==> src/rtl/axi4lite_master_bridge.sv <==
// rtl/axi4lite_master_bridge.sv - single-outstanding AXI4-Lite initiator behind a request/response command port
// A programmable cycle timeout aborts a stuck transaction and returns SLVERR with rsp_timeout set.
module axi4lite_master_bridge #(
  parameter int ADDR_WIDTH = 3,
  parameter int TIMEOUT    = 1024
) (
  input  logic                  aclk,
  input  logic                  areset_n,
  input  logic                  req_valid,
  output logic                  req_ready,
  input  logic                  req_write,
  input  logic [ADDR_WIDTH-1:0] req_addr,
  input  logic [31:0]           req_wdata,
  input  logic [3:0]            req_wstrb,
  output logic                  rsp_valid,
  output logic [31:0]           rsp_rdata,
  output logic [1:0]            rsp_resp,
  output logic                  rsp_timeout,
  output logic                  awvalid,
  input  logic                  awready,
  output logic [ADDR_WIDTH-1:0] awaddr,
  output logic [2:0]            awprot,
  output logic                  wvalid,
  input  logic                  wready,
  output logic [31:0]           wdata,
  output logic [3:0]            wstrb,
  input  logic                  bvalid,
  output logic                  bready,
  input  logic [1:0]            bresp,
  output logic                  arvalid,
  input  logic                  arready,
  output logic [ADDR_WIDTH-1:0] araddr,
  output logic [2:0]            arprot,
  input  logic                  rvalid,
  output logic                  rready,
  input  logic [31:0]           rdata,
  input  logic [1:0]            rresp
);

  typedef enum logic [2:0] {S_IDLE, S_WADDR, S_WRESP, S_RADDR, S_RDATA} state_t;

  localparam logic [15:0] TIMEOUT_C = 16'(TIMEOUT);

  state_t                state, state_nxt;
  logic [ADDR_WIDTH-1:0] addr_q;
  logic [31:0]           wdata_q;
  logic [3:0]            wstrb_q;
  logic [15:0]           cnt;
  logic [15:0]           cnt_inc;
  logic                  timeout_hit;

  logic                  accept;
  logic                  awvalid_nxt, wvalid_nxt, arvalid_nxt;
  logic                  rsp_set, rsp_to_set;
  logic [1:0]            rsp_resp_set;
  logic [31:0]           rsp_rdata_set;

  assign req_ready = (state == S_IDLE);
  assign bready    = (state == S_WRESP);
  assign rready    = (state == S_RDATA);
  assign awaddr    = addr_q;
  assign araddr    = addr_q;
  assign wdata     = wdata_q;
  assign wstrb     = wstrb_q;
  assign awprot    = 3'b000;
  assign arprot    = 3'b000;

  // Compare against the post-increment count so the abort lands on cycle TIMEOUT after acceptance.
  assign cnt_inc     = cnt + 16'd1;
  assign timeout_hit = (TIMEOUT != 0) && (cnt_inc == TIMEOUT_C);

  always_comb begin
    state_nxt     = state;
    awvalid_nxt   = awvalid;
    wvalid_nxt    = wvalid;
    arvalid_nxt   = arvalid;
    accept        = 1'b0;
    rsp_set       = 1'b0;
    rsp_to_set    = 1'b0;
    rsp_resp_set  = 2'b00;
    rsp_rdata_set = 32'd0;
    case (state)
      S_IDLE: begin
        if (req_valid) begin
          accept = 1'b1;
          if (req_write) begin
            state_nxt   = S_WADDR;
            awvalid_nxt = 1'b1;
            wvalid_nxt  = 1'b1;
          end else begin
            state_nxt   = S_RADDR;
            arvalid_nxt = 1'b1;
          end
        end
      end
      S_WADDR: begin
        awvalid_nxt = awvalid & ~awready;
        wvalid_nxt  = wvalid & ~wready;
        if (!awvalid_nxt && !wvalid_nxt) state_nxt = S_WRESP;
      end
      S_WRESP: begin
        if (bvalid) begin
          rsp_set      = 1'b1;
          rsp_resp_set = bresp;
          state_nxt    = S_IDLE;
        end
      end
      S_RADDR: begin
        if (arready) begin
          arvalid_nxt = 1'b0;
          state_nxt   = S_RDATA;
        end
      end
      S_RDATA: begin
        if (rvalid) begin
          rsp_set       = 1'b1;
          rsp_resp_set  = rresp;
          rsp_rdata_set = rdata;
          state_nxt     = S_IDLE;
        end
      end
      default: state_nxt = S_IDLE;
    endcase
    // Abort drops pending valids without a handshake; only B/R completion in this cycle wins.
    if (state != S_IDLE && timeout_hit && !rsp_set) begin
      state_nxt     = S_IDLE;
      awvalid_nxt   = 1'b0;
      wvalid_nxt    = 1'b0;
      arvalid_nxt   = 1'b0;
      rsp_set       = 1'b1;
      rsp_to_set    = 1'b1;
      rsp_resp_set  = 2'b10;
      rsp_rdata_set = 32'd0;
    end
  end

  always_ff @(posedge aclk) begin
    if (!areset_n) begin
      state       <= S_IDLE;
      awvalid     <= 1'b0;
      wvalid      <= 1'b0;
      arvalid     <= 1'b0;
      rsp_valid   <= 1'b0;
      rsp_timeout <= 1'b0;
      rsp_rdata   <= 32'd0;
      rsp_resp    <= 2'b00;
      cnt         <= 16'd0;
      addr_q      <= '0;
      wdata_q     <= 32'd0;
      wstrb_q     <= 4'd0;
    end else begin
      state       <= state_nxt;
      awvalid     <= awvalid_nxt;
      wvalid      <= wvalid_nxt;
      arvalid     <= arvalid_nxt;
      rsp_valid   <= rsp_set;
      rsp_timeout <= rsp_to_set;
      if (rsp_set) begin
        rsp_rdata <= rsp_rdata_set;
        rsp_resp  <= rsp_resp_set;
      end
      if (accept) begin
        addr_q  <= req_addr;
        wdata_q <= req_wdata;
        wstrb_q <= req_wstrb;
        cnt     <= 16'd0;
      end else if (state != S_IDLE) begin
        cnt <= cnt_inc;
      end
    end
  end

endmodule

==> config.mk <==
export PLATFORM = sky130hd
export DESIGN_NAME = axi4lite_master_bridge
export DESIGN_NICKNAME = d
export VERILOG_FILES = /design/src/rtl/axi4lite_master_bridge.sv
export SDC_FILE = /design/constraint.sdc
export NUM_CORES = 1
export LEC_CHECK = 0
export ABC_AREA = 1
export CAP_MARGIN = 20
export CORE_UTILIZATION = 30
export DETAILED_ROUTE_END_ITERATION = 8
export GPL_ROUTABILITY_DRIVEN = 0
export PLACE_DENSITY = 0.6
export SETUP_SLACK_MARGIN = 0.15
export SLEW_MARGIN = 5
export SYNTH_ARGS = -nofsm -noshare
export SYNTH_HDL_FRONTEND = slang
export SYNTH_SLANG_ARGS = --single-unit
==> constraint.sdc <==
create_clock -name aclk -period 2 [get_ports aclk]
set_input_delay 0.3 -clock aclk [delete_from_list [all_inputs] [get_ports aclk]]
set_output_delay 0.3 -clock aclk [all_outputs]
set_load 0.02 [all_outputs]
==> summary.md, run 1 <==
| Metric | Value |
|---|---|
| Pre-antenna DRT Iters | `4` |
| Yosys Warn Count | `0` |
| Cells after synthesis | `~560` |
| Sequential fraction of the synthesis area | `a little under half` |
| CTS clk-pin slew, worst paths | `60 ps` |
| Core Area | `approximately 0.013 mm^2` |
| Dpl hpwl | `8898 um` |
| Netlist cell types | `34` |
| Synth Cell Area | `0.004160 mm^2` |
| Yosys reg bits | `97` |
| Routed WL | `around 12000 um` |
| Nets | `814` |
| Vias after detailed routing | `4176` |
| Min cycle time layout | `1976 ps` |
| Critical Path End Type | `flip-flop` |
| H-tree level count | `3` |
| CTS Buffer Depth | `2` |
| CP Launch Type | `flip-flop` |
| HP Class | `flip-flop to flip-flop` |
| Crit path DAT | `roughly 2200 ps` |
| Peak supply drop | `0.0004527 V` |
| P per Cell Area | `about 780 mW/mm^2` |
| First-pass GRT wire length | `slightly below 20000 um` |
| Largest stage delay, worst path | `360 ps` |
| RSZ-0062 raised after global routing | `yes` |
| CTS tree | `done` |
| Cell mode on critical path | `nand2_1` |
| Clock skew | `slightly above 6 ps` |
| Period utilization | `a little under 100%` |
| Antenna violations before repair | `0` |
| DR DRC count | `0` |
| Share of layout cells above drive strength 1 | `approximately 14%` |
| Synth top area cells | `dfxtp_1 47%, nand2_1 15%, a21oi_1 8.8%, nand3_1 4.9%, inv_1 4.0%` |
| Crit-path slowest cell | `dfxtp_2` |
| Synthesized area per cell | `about 7.5 um^2` |
| Die Y | `~120 um` |
| Vias/cell | `4.599` |
| Final Hold Viols | `0` |
| Gr ovfl total | `0` |
| Setup CP Type | `flip-flop to flip-flop` |
| Initial Util | `slightly above 30%` |
| DIE AREA | `~0.014 mm^2` |
| Peak Freq | `~510 MHz` |
| Pwr Total | `~5.2 mW` |
| TritonCTS buffer count | `9` |
| Skew-Pair Late Insertion Delay | `about 340 ps` |
| WL/cell | `around 14 um` |
| Largest net degree at the start of global routing | `39` |
| Max-cap violations | `0` |
| Setup Viol. Count Final | `0` |
| Cell Chain, Critical Path | `ha_4, nand2_4, nor2_4, nand2_2, nand2_1, nand2_1, nor2_1, nand2_1, nor2_2, nand3_4, clkbuf_16, nand3_1, a21oi_1` |
| Worst Path Max Fanout | `6` |
| Tot GR Track Use | `between 10% and 20%` |
| Ant. Diodes | `0` |
| Row count | `42` |
| Detail Route Antenna Nets | `0` |
| WP data required | `2230 ps` |
| IO buf count | `~170` |
| Post-CTS Hold Buffers | `0` |
| Static Leak | `approximately 2.5 nW` |
| Final setup TNS | `0 ps` |
| Status | `complete, no violations` |
| Vias in the first global route | `roughly 4000` |
| DR iter-0 viols | `~160` |
| Clock tree root buffer cell | `clkbuf_16` |
| Max-slew violations | `0` |
| Total clock sinks | `97` |
| Num ports | `174` |
| Die width | `~120 um` |
| Area growth syn-to-layout | `59.04%` |
| Cell taking the most area after synthesis | `dfxtp_1` |
| Synth top area share | `a little under half` |
## final cells by class
type / instances / area, um^2
Clock buffer: 11 / 252.7
Clock inverter: 4 / 51.30
Fill cell: 1266 / 6784
Inverter: 46 / 172.7
Multi-Input combinational cell: 383 / 2006
Sequential cell: 97 / 1948
Tap cell: 176 / 220.2
Timing Repair Buffer: 191 / 1966
## metal layers
| metal | global-route usage [%] | routed length, um |
|---|---|---|
| met1 | 20.50 | 5181 |
| met2 | 29.66 | 6338 |
| met3 | 4.420 | 723 |
| met4 | 6.016 | 153 |
| met5 | 0 | 0 |
## through the flow
| stage | hold slack [ps] | setup WS (ps) | cell area (um^2) | util (%) | cells |
|---|---|---|---|---|---|
| CTS | 468.2 | 85.89 | 6422 | 47.93 | 904 |
| detailed placement | 458.1 | 15.59 | 6078 | 45.36 | 888 |
| global route | 485.9 | -107.5 | 6616 | 49.37 | 908 |
| finish | 465.2 | 24.03 | 6616 | 49.37 | 908 |
| global placement | 451.8 | 79.17 | 6078 | 45.36 | 888 |
| floorplan | 444.7 | 189.9 | 4179 | - | 563 |
## timing repair
| item | in CTS | in global routing |
|---|---|---|
| setup endpoints to repair | 44 | 81 |
| setup buffers | 1 | 2 |
| gates cloned | 0 | 2 |
| pin swaps | 2 | 2 |
| gates resized for setup | 15 | 31 |
## where the power goes
group	switching, mW	internal [mW]	total (mW)
Clock	0.731	1.04	1.77
Sequential	0.112	2.08	2.19
Combinational	0.664	0.554	1.22
## worst paths after layout
kind	slack (ps)	to	cells after the start	startpoint
worst max-delay path	20	rsp_rdata[24]$_SDFFE_PN0P_	13	cnt[0]$_SDFFE_PP0N_
worst min-delay path	470	wdata[21]$_SDFFE_PN0P_	2	wdata[21]$_SDFFE_PN0P_
worst max register to register	20	rsp_rdata[24]$_SDFFE_PN0P_	13	cnt[0]$_SDFFE_PP0N_
worst min register to register	470	wdata[21]$_SDFFE_PN0P_	2	wdata[21]$_SDFFE_PN0P_
## cells in the mapped netlist (all sizes together)
master and instances:
nand2 166, dfxtp 97, a21oi 82, nand3 51
inv 44, nor2 35, clkbuf 22, o21ai 16
buf 15, o211ai 7, nand4 4, a31oi 2
clkinv 2, ha 2, nor3 2, o2111ai 2
or2 2, xnor2 2, a211oi 1, a32o 1
conb 1, nand3b 1, xor2 1
## cells in the final DEF (no fill, tap or decap), drive strengths merged, types with 14 or more instances in the layout
cell and n:
a21oi 82, buf 22, clkbuf 14, clkdlybuf4s50 164
dfxtp 97, inv 45, nand2 166, nand3 51
nor2 35, o21ai 16
## critical path: cells and delay by family, from the launching register on
kind                       cells  cell delay [ps]
and+or+nand+nor               10             1030
AOI/OAI and AO/OA              1               70
DFF                            1              360
adders and majority gates      1              170
buffers and inverters          1              220
## logic make-up (layout without fill, tap and decap cells)
kind of cell / after synthesis / after routing / synth area share [%]
AO/OA/AOI/OAI: 111 / 111 / 15.28
XOR/XNOR: 3 / 3 / 0.6317
adder cells (fa/ha/maj): 2 / 2 / 0.6014
buffers and inverters: 83 / 252 / 8.902
flip-flops: 97 / 97 / 46.68
other: 1 / 6 / 0.09014
AND/OR/NAND/NOR: 261 / 261 / 27.82
## flip-flops by register name, indices dropped and copies added (netlist names)
signal / count
rsp_rdata: 32
rsp_resp: 2
arvalid: 1
wstrb: 4
awvalid: 1
wdata: 32
rsp_timeout: 1
araddr: 3
wvalid: 1
rsp_valid: 1
state: 3
cnt: 16
Power figures use the tool's default switching activity.
==> run 2, diff against run 1 <==
Settings changed: CORE_UTILIZATION 30 to 43, PLACE_DENSITY 0.6 to 0.81.
==> summary.md, run 2 (synthesis results as in run 1) <==
| Metric | Value |
|---|---|
| Status | `complete, no violations` |
| Final setup TNS | `0 ps (unchanged)` |
| R2r endpoint | `rsp_rdata[24]$_SDFFE_PN0P_` |
| Tot GR Track Use | `24.65% (+7.5 points)` |
| Rel. slew slack | `66.64%` |
| Worst R2R Path Depth | `13 (unchanged)` |
| Vias/cell | `5.113 (+11%)` |
| R2r startpoint | `cnt[0]$_SDFFE_PP0N_` |
| Hold_ws | `459.3 ps (-5.914 ps)` |
| Setup ws final | `36.83 ps (+12.81 ps)` |
| Placed cells | `842 (-5.2%)` |
| Most common cell after layout, fill and taps aside | `clkdlybuf4s50_1` |
| Total clock sinks | `97 (unchanged)` |
| CTS tree | `done` |
| P per Cell Area | `741.5 mW/mm^2 (-5.2%)` |
| Share of layout cells above drive strength 1 | `15.47% (+1.7 points)` |
| DR iter-0 viols | `174 (+11%)` |
| HP Class | `input pin to flip-flop` |
| Pwr Total | `4.821 mW (-6.9%)` |
| Area growth syn-to-layout | `56.27%` |
| Pre-antenna DRT Iters | `5 (+1)` |
| Ant. Diodes | `0 (unchanged)` |
| CP startpoint | `cnt[0]$_SDFFE_PP0N_` |
| Skew-Pair Late Insertion Delay | `380 ps (+40 ps)` |
| Dpl hpwl | `8816 um (-0.93%)` |
| Clock skew | `18.17 ps (+12.10 ps)` |
| RSZ-0062 raised after global routing | `yes` |
| Vias after detailed routing | `4428 (+6.0%)` |
| Period utilization | `98.16% (-0.64 points)` |
| Peak supply drop | `0.0003741 V (-17%)` |
| WL/cell | `14.53 um (+6.5%)` |
| Core Area | `0.009328 mm^2 (-30%)` |
| Post-CTS Hold Buffers | `0 (unchanged)` |
| TritonCTS buffer count | `9 (unchanged)` |
| Placed Area | `0.006027 mm^2 (-0.84%)` |
| CTS Buffer Depth | `2 (unchanged)` |
| Vias in the first global route | `4229 (+4.9%)` |
| Gr ovfl total | `0 (unchanged)` |
| Final Hold Viols | `0 (unchanged)` |
| Clock tree root buffer cell | `clkbuf_8` |
| H-tree level count | `3 (unchanged)` |
| IO buf count | `167 (unchanged)` |
| Critical Path End | `rsp_rdata[24]$_SDFFE_PN0P_` |
| CTS clk-pin slew, worst paths | `120 ps (+60 ps)` |
| Crit path DAT | `2230 ps (+30 ps)` |
| Commonest cells after routing, fill and taps aside | `164 x clkdlybuf4s50_1, 158 x nand2_1, 92 x dfxtp_1` |
| First-pass GRT wire length | `19600 um (+0.46%)` |
| Detail Route Antenna Nets | `0 (unchanged)` |
| DIE AREA | `0.01007 mm^2 (-30%)` |
| Slew @ Worst Pin | `499.6 ps` |
| Initial Util | `44.60% (+14 points)` |
| Nets | `818 (+0.49%)` |
| Row count | `35 (-17%)` |
| Worst Path Max Fanout | `12 (+6)` |
| Min cycle time layout | `1963 ps (-12.81 ps)` |
| Max-slew violations | `0 (unchanged)` |
| Critical Path End Type | `flip-flop` |
| Largest net degree at the start of global routing | `31 (-21%)` |
| Die Y | `100.4 um (-16%)` |
| Fin util | `69.70% (+20 points)` |
| Static Leak | `2.450 nW (-2.2%)` |
| Num ports | `174 (unchanged)` |
| Flop2flop setup slack | `40 ps (about the same)` |
| Non-Filler Instances | `866 (-4.6%)` |
| Setup Viol. Count Final | `0 (unchanged)` |
| Max-cap violations | `0 (unchanged)` |
| WP data required | `2270 ps (+40 ps)` |
| Post-Layout Inst Area | `0.006501 mm^2 (-1.7%)` |
| Post-Place Worst Slack | `58.46 ps (+42.87 ps)` |
| Setup CP Type | `flip-flop to flip-flop` |
| Antenna violations before repair | `0 (unchanged)` |
| Die width | `100.4 um (-16%)` |
| DR DRC count | `0 (unchanged)` |
| Routed WL | `12590 um (+1.5%)` |
| CP Launch Type | `flip-flop` |
| Peak Freq | `509.4 MHz (+0.65%)` |
==> run 2: power breakdown <==
| part | switching [mW] | internal [mW] | total (mW) |
|---|---|---|---|
| Sequential | 0.112 | 2.08 | 2.19 |
| Combinational | 0.676 | 0.555 | 1.23 |
| Clock | 0.781 | 0.619 | 1.40 |
| Total | 1.57 | 3.25 | 4.82 |
==> run 2: how the worst min path moves through the flow <==
stage,slack [ps],from,end,cells past startpoint
final,460,req_addr[0],araddr[0]$_SDFFE_PN0P_,3
after global routing,460,req_wdata[22],wdata[22]$_SDFFE_PN0P_,3
after CTS,450,req_addr[0],araddr[0]$_SDFFE_PN0P_,3
after detailed placement,450,wdata[1]$_SDFFE_PN0P_,wdata[1]$_SDFFE_PN0P_,2
after global placement,450,wstrb[0]$_SDFFE_PN0P_,wstrb[0]$_SDFFE_PN0P_,2
after floorplan,440,req_wdata[0],wdata[0]$_SDFFE_PN0P_,2
==> run 2: per-layer routing <==
layer  GRT usage [%]  share of wire (%)  up-vias
li1                -                  -     2145
met1           27.74                 39     2053
met2           42.99                 51      193
met3           5.919                6.8       37
met4           13.27                3.6        0
met5               0                  0        -
==> run 2: worst max-delay path: stages (launching register included) <==
cell and delay, ps:
dfxtp_2 370, ha_4 170, nand2_4 70, nor2_4 120
nand2_2 90, nor2_2 110, nand2_1 80, nand2_2 80
nand2_1 60, nor2_2 130, nand3_4 200, clkbuf_16 240
nand3_1 80, a21oi_1 70
==> run 2: area by class of cell <==
type                            instances  area, um^2
Inverter                               46       172.7
Timing Repair Buffer                  194        1981
Sequential cell                        97        1948
Clock inverter                          7       93.84
Tap cell                              129       161.4
Clock buffer                            9       123.9
Multi-Input combinational cell        384        2021
Fill cell                             742        2826
==> run 2: timing repair <==
item	CTS	global route
setup endpoints to repair	52	95
cloned	2	2
buffers inserted	4	0
gates resized for setup	38	17
pin swaps	15	9
